File: src/rtl/port_arbiter.sv
// Round-robin arbiter that multiplexes REQ_COUNT device word-pair sources onto one
// CPU input port pair, and routes CPU output-port writes back to the granted device.
module port_arbiter #(
  parameter int REQ_COUNT = 4,
  parameter int WIDTH     = 16
) (
  input  logic                                clk,
  input  logic                                rst_n,
  input  logic                                halt,
  input  logic [REQ_COUNT-1:0]                req_valid,
  input  logic [REQ_COUNT-1:0][WIDTH-1:0]     req_data0,
  input  logic [REQ_COUNT-1:0][WIDTH-1:0]     req_data1,
  output logic [REQ_COUNT-1:0]                req_ready,
  output logic [WIDTH-1:0]                    cpu_d_in0,
  output logic [WIDTH-1:0]                    cpu_d_in1,
  output logic                                cpu_data_valid,
  output logic [$clog2(REQ_COUNT)-1:0]        cpu_src,
  input  logic                                cpu_inform_read,
  input  logic                                cpu_inform_write,
  input  logic [WIDTH-1:0]                    cpu_d_out0,
  input  logic [WIDTH-1:0]                    cpu_d_out1,
  output logic [REQ_COUNT-1:0]                dev_wr_valid,
  output logic [WIDTH-1:0]                    dev_wr_data0,
  output logic [WIDTH-1:0]                    dev_wr_data1
);

  localparam int IDX_W = $clog2(REQ_COUNT);
  localparam int SUM_W = IDX_W + 1;

  typedef enum logic [1:0] {
    IDLE = 2'd0,
    HOLD = 2'd1,
    ACK  = 2'd2
  } state_t;

  state_t               state_q, state_d;
  logic [IDX_W-1:0]     rr_ptr_q, rr_ptr_d;
  logic [IDX_W-1:0]     src_q, src_d;
  logic [WIDTH-1:0]     din0_q, din0_d;
  logic [WIDTH-1:0]     din1_q, din1_d;
  logic [REQ_COUNT-1:0] wr_vld_q;
  logic [WIDTH-1:0]     wr0_q, wr1_q;

  logic [IDX_W-1:0]     winner;
  logic                 found;
  logic [SUM_W-1:0]     scan;

  function automatic logic [REQ_COUNT-1:0] onehot(input logic [IDX_W-1:0] idx);
    logic [REQ_COUNT-1:0] v;
    v      = '0;
    v[idx] = 1'b1;
    return v;
  endfunction

  function automatic logic [IDX_W-1:0] next_idx(input logic [IDX_W-1:0] idx);
    return (idx == IDX_W'(REQ_COUNT - 1)) ? '0 : idx + IDX_W'(1);
  endfunction

  // Scan requesters starting at rr_ptr, wrapping modulo REQ_COUNT (need not be a power of two).
  always_comb begin
    found  = 1'b0;
    winner = '0;
    scan   = '0;
    for (int i = 0; i < REQ_COUNT; i++) begin
      scan = {1'b0, rr_ptr_q} + SUM_W'(i);
      if (scan >= SUM_W'(REQ_COUNT)) scan = scan - SUM_W'(REQ_COUNT);
      if (!found && req_valid[scan[IDX_W-1:0]]) begin
        found  = 1'b1;
        winner = scan[IDX_W-1:0];
      end
    end
  end

  always_comb begin
    state_d        = state_q;
    rr_ptr_d       = rr_ptr_q;
    src_d          = src_q;
    din0_d         = din0_q;
    din1_d         = din1_q;
    cpu_data_valid = 1'b0;
    req_ready      = '0;
    case (state_q)
      IDLE: begin
        if (!halt && found) begin
          state_d  = HOLD;
          src_d    = winner;
          din0_d   = req_data0[winner];
          din1_d   = req_data1[winner];
          rr_ptr_d = next_idx(winner);
        end
      end
      HOLD: begin
        cpu_data_valid = 1'b1;
        if (cpu_inform_read) state_d = ACK;
      end
      ACK: begin
        req_ready = onehot(src_q);
        state_d   = IDLE;
      end
      default: state_d = IDLE;
    endcase
  end

  // Writes are independent of the grant FSM and always target the current/last grant.
  always_ff @(posedge clk) begin
    if (!rst_n) begin
      state_q  <= IDLE;
      rr_ptr_q <= '0;
      src_q    <= '0;
      din0_q   <= '0;
      din1_q   <= '0;
      wr_vld_q <= '0;
      wr0_q    <= '0;
      wr1_q    <= '0;
    end else begin
      state_q  <= state_d;
      rr_ptr_q <= rr_ptr_d;
      src_q    <= src_d;
      din0_q   <= din0_d;
      din1_q   <= din1_d;
      wr_vld_q <= cpu_inform_write ? onehot(src_q) : '0;
      if (cpu_inform_write) begin
        wr0_q <= cpu_d_out0;
        wr1_q <= cpu_d_out1;
      end
    end
  end

  assign cpu_d_in0    = din0_q;
  assign cpu_d_in1    = din1_q;
  assign cpu_src      = src_q;
  assign dev_wr_valid = wr_vld_q;
  assign dev_wr_data0 = wr0_q;
  assign dev_wr_data1 = wr1_q;

endmodule

File: config.mk
export PLATFORM = sky130hd
export DESIGN_NAME = port_arbiter
export DESIGN_NICKNAME = d
export VERILOG_FILES = /design/src/rtl/port_arbiter.sv
export SDC_FILE = /design/constraint.sdc
export NUM_CORES = 1
export LEC_CHECK = 0
export ABC_AREA = 0
export BUFFER_PORTS_ARGS = -buffer_cell sky130_fd_sc_hd__buf_2
export CORE_AREA = 2 2 95 97
export DETAILED_ROUTE_END_ITERATION = 12
export DIE_AREA = 0 0 97 99
export PLACE_DENSITY = 0.91
export SYNTH_ARGS = -nofsm -noshare
export SYNTH_HDL_FRONTEND = slang
export SYNTH_SLANG_ARGS = --single-unit
export TNS_END_PERCENT = 20
File: constraint.sdc
create_clock -name clk -period 4.8 [get_ports clk]
set_input_delay 0.96 -clock clk [delete_from_list [all_inputs] [get_ports clk]]
set_output_delay 0.96 -clock clk [all_outputs]
set_load 0.005 [all_outputs]
==> impl_metrics.ini <==
[outcome]
status = finished, final reports clean

[pwr]
power_frac_comb = 0.237
intPower_mw = 1.10
power_switching_share = 0.292
p_per_area_nw_per_um2 = 301
irDropWorstVdd_uv = 188
finalPower_mw = 1.55
p_leak_nw = 2.52
p_seq_frac = 0.449
clock_power_share = 0.313
p_switching_uw = 452

[logic_synthesis]
syn_nets = 511
yosysSeqAreaShare = 0.383
yosys.area.top_type = dfxtp_1
synth_edf_count = 0
synthArstFlopShare = 0
synth_area_um2 = 3870
avgSynthCellArea_um2 = 11.3
ys.flop_type = dfxtp_1
synth.distinct_cells = 29
synthCells = 342
synth_top_cell_area_share = 0.383
yosysWarnings = 0
ys_ff_latch = 74
ys_top_cells_by_area = dfxtp_1 (38%), mux2i_1 (26%), o221ai_2 (12%)

[final_layout]
multi_input_area_um2 = 2090
register_area_um2 = 1480
final_nets = 741
drive_gt1_frac = 0.520
area_growth_pct = 33.3
n_fill_cell = 737

[route]
antenna_left = 0
drc_errors = 0
finalWirelength_mm = 10.8
routed_via_density = 5.18
vias = 3551
wl_per_cell_um = 15.7
drtIter0Drc = 68
drt_first_pass_iters = 5

[die]
initial_utilization = 0.453
die_x_um = 97
die_y_um = 99
rows = 34
core_area_um2 = 8550
io_pins = 244
dieArea_um2 = 9600

[worst_setup_path]
r2r-start = rr_ptr_q[0]
cp.buffers_inverters = 2
cpPeakStageDelay_ns = 0.58
critical_path_class = in2reg
cp_slowest_cell = o2bb2a_4
crit_start = req_valid[0]
crit_path_start_kind = primary input
r2r_slack_ns = 2.43
required_ns = 5.01
setup.worst_path.end_class = flop
worstReg2RegEnd = cpu_d_in0[3]
cp_top_family = compound AO/OA/AOI/OAI gates
worstPathArrival_ns = 2.86
worst-r2r-cell-count = 6
cp_max_fo = 33
cp_cell_sequence = buf_2, a21oi_1, o21ai_1, o2bb2a_4, buf_4, mux2i_1, o221ai_2

[grt]
grt_overflow_total = 0
grt_pass1_wl_mm = 17.0
antenna_found_initial = 2
grt_pass1_vias = 3707
grt_util_all_layers = 0.218
use_met1 = 0.237
busiest_layer = met2
met2_usage = 0.384
met3_usage = 0.0894
grt_max_degree = 43

[cts]
clockRootBuffer = clkbuf_8
clkTransAtPathRegs_ns = 0.08
htreeDepth = 3
clkLatencyLatePin_ns = 0.34
holdBufCountCts = 0
cts.repair.resized = 0
cts_made_buffers = 9
cts_buffer_depth = 2
numClockSinks = 74
cts_setup_buffers = 0
cts_tree = done

[timing]
slew_violations = 0
period_minus_slack_ns = 2.66
rsz0062_at_grt = false
final_hold_viol_count = 0
finalSetupTns_ns = 0
finClkSkew_ns = 0.0138
setup_viol = 0
worst_pin_slew_ns = 0.927
fin_crit_sh = 0.553
fmax_ghz = 0.376
slew_headroom = 0.382
worst_slack_ns = 2.14

[hold_path]
min_path_cells = 2
hold_path_startpoint = cpu_d_in0[0]
hold_end = cpu_d_in0[0]
hold_path.class = reg2reg

[job]
cap_violations = 0

[placed_design]
pre_cts_ws_ns = 1.80
gp_congestion = 0.924
dp_hpwl_mm = 8.43
portBuffers = 243
-- worst register-to-register path, cell delays in order (launching register included) --
cell and delay (ns):
dfxtp_1 0.44, inv_1 0.10, a21oi_1 0.20, o2bb2a_4 0.55, buf_4 0.51, mux2i_1 0.32
o221ai_2 0.13
-- worst max path at each step --
| stage | cells past startpoint | slack (ns) | endpoint |
|---|---|---|---|
| 3_5_place_dp | 7 | 1.80 | cpu_d_in0[12] |
| 3_3_place_gp | 7 | 1.88 | cpu_d_in0[6] |
| 6_report | 7 | 2.14 | cpu_d_in0[3] |
| 5_1_grt | 7 | 2.01 | cpu_d_in0[5] |
| 4_1_cts | 7 | 2.17 | cpu_d_in0[3] |
| 2_1_floorplan | 7 | 2.67 | cpu_d_in0[0] |
-- Yosys cell counts, drive strengths merged (2+ instances only) --
cell type	instances
inv	2
clkbuf	4
buf	23
nor3	4
a21oi	6
mux2i	99
o221ai	32
nand2b	4
dfxtp	74
o21ai	3
nand2	35
nor2	7
nor2b	39
-- final cells by class --
| cell class | count | area share |
|---|---|---|
| Inverter | 2 | 0.00145 |
| Tap cell | 108 | 0.0262 |
| Antenna cell | 1 | 0.000485 |
| Sequential cell | 74 | 0.287 |
| Clock inverter | 7 | 0.0148 |
| Timing Repair Buffer | 246 | 0.240 |
| Multi-Input combinational cell | 239 | 0.406 |
| Clock buffer | 9 | 0.0240 |
-- metal layers --
layer  wire, µm  share of wire
met1       4050           0.38
met2       5470           0.51
met3       1030          0.096
met4        220          0.020
met5         10        0.00093
-- cell usage in the layout (no fill, tap or decap) --
cell and instances:
a21o_2 1, a21oi_1 6, a221oi_1 1, a311oi_4 1, and2b_2 1, and3_1 1, buf_2 243, buf_4 3
bufinv_16 1, clkbuf_8 9, clkinv_2 1, clkinv_4 1, clkinvlp_4 2, dfxtp_1 74, diode_2 1, inv_1 2
inv_6 2, mux2i_1 99, nand2_1 35, nand2b_1 4, nand3_4 1, nand3b_4 1, nor2_1 7, nor2b_1 38
nor2b_2 1, nor3_1 4, o21a_1 1, o21ai_0 2, o21ai_1 1, o221ai_1 1, o221ai_2 31, o2bb2a_4 1
o41a_1 1
-- registers in the layout, indices dropped and copies added, names as in the netlist --
register      count
cpu_d_in0        16
cpu_d_in1        16
cpu_src           2
dev_wr_data0     16
dev_wr_data1     16
dev_wr_valid      4
rr_ptr_q          2
state_q           2
-- power groups by stage --
| stage | combinational (mW) | clock [mW] | sequential (mW) |
|---|---|---|---|
| detailed placement | 0.372 | 0 | 0.710 |
| global route | 0.402 | 0.529 | 0.703 |
| CTS | 0.372 | 0.498 | 0.697 |
| finish | 0.368 | 0.486 | 0.697 |
| floorplan | 0.247 | 0 | 0.709 |
| global placement | 0.357 | 0 | 0.708 |
-- kinds of logic (layout without fill, tap and decap cells) --
| logic type | after synthesis | count (layout) | synth area share |
|---|---|---|---|
| and+or+nand+nor | 93 | 93 | 0.129 |
| other | 0 | 1 | 0 |
| DFF | 74 | 74 | 0.383 |
| AOI/OAI and AO/OA | 47 | 47 | 0.156 |
| muxes | 99 | 99 | 0.256 |
| buffers and inverters | 29 | 264 | 0.0766 |
-- metrics by stage --
step,hold slack (ns),util,std cells,cell area [µm²]
floorplan,0.457,-,342,3870
global placement,0.442,0.580,669,4960
detailed placement,0.451,0.580,669,4960
CTS,0.468,0.603,685,5160
global route,0.483,0.603,686,5160
finish,0.466,0.603,686,5160
(Power assumes the default switching activity.)
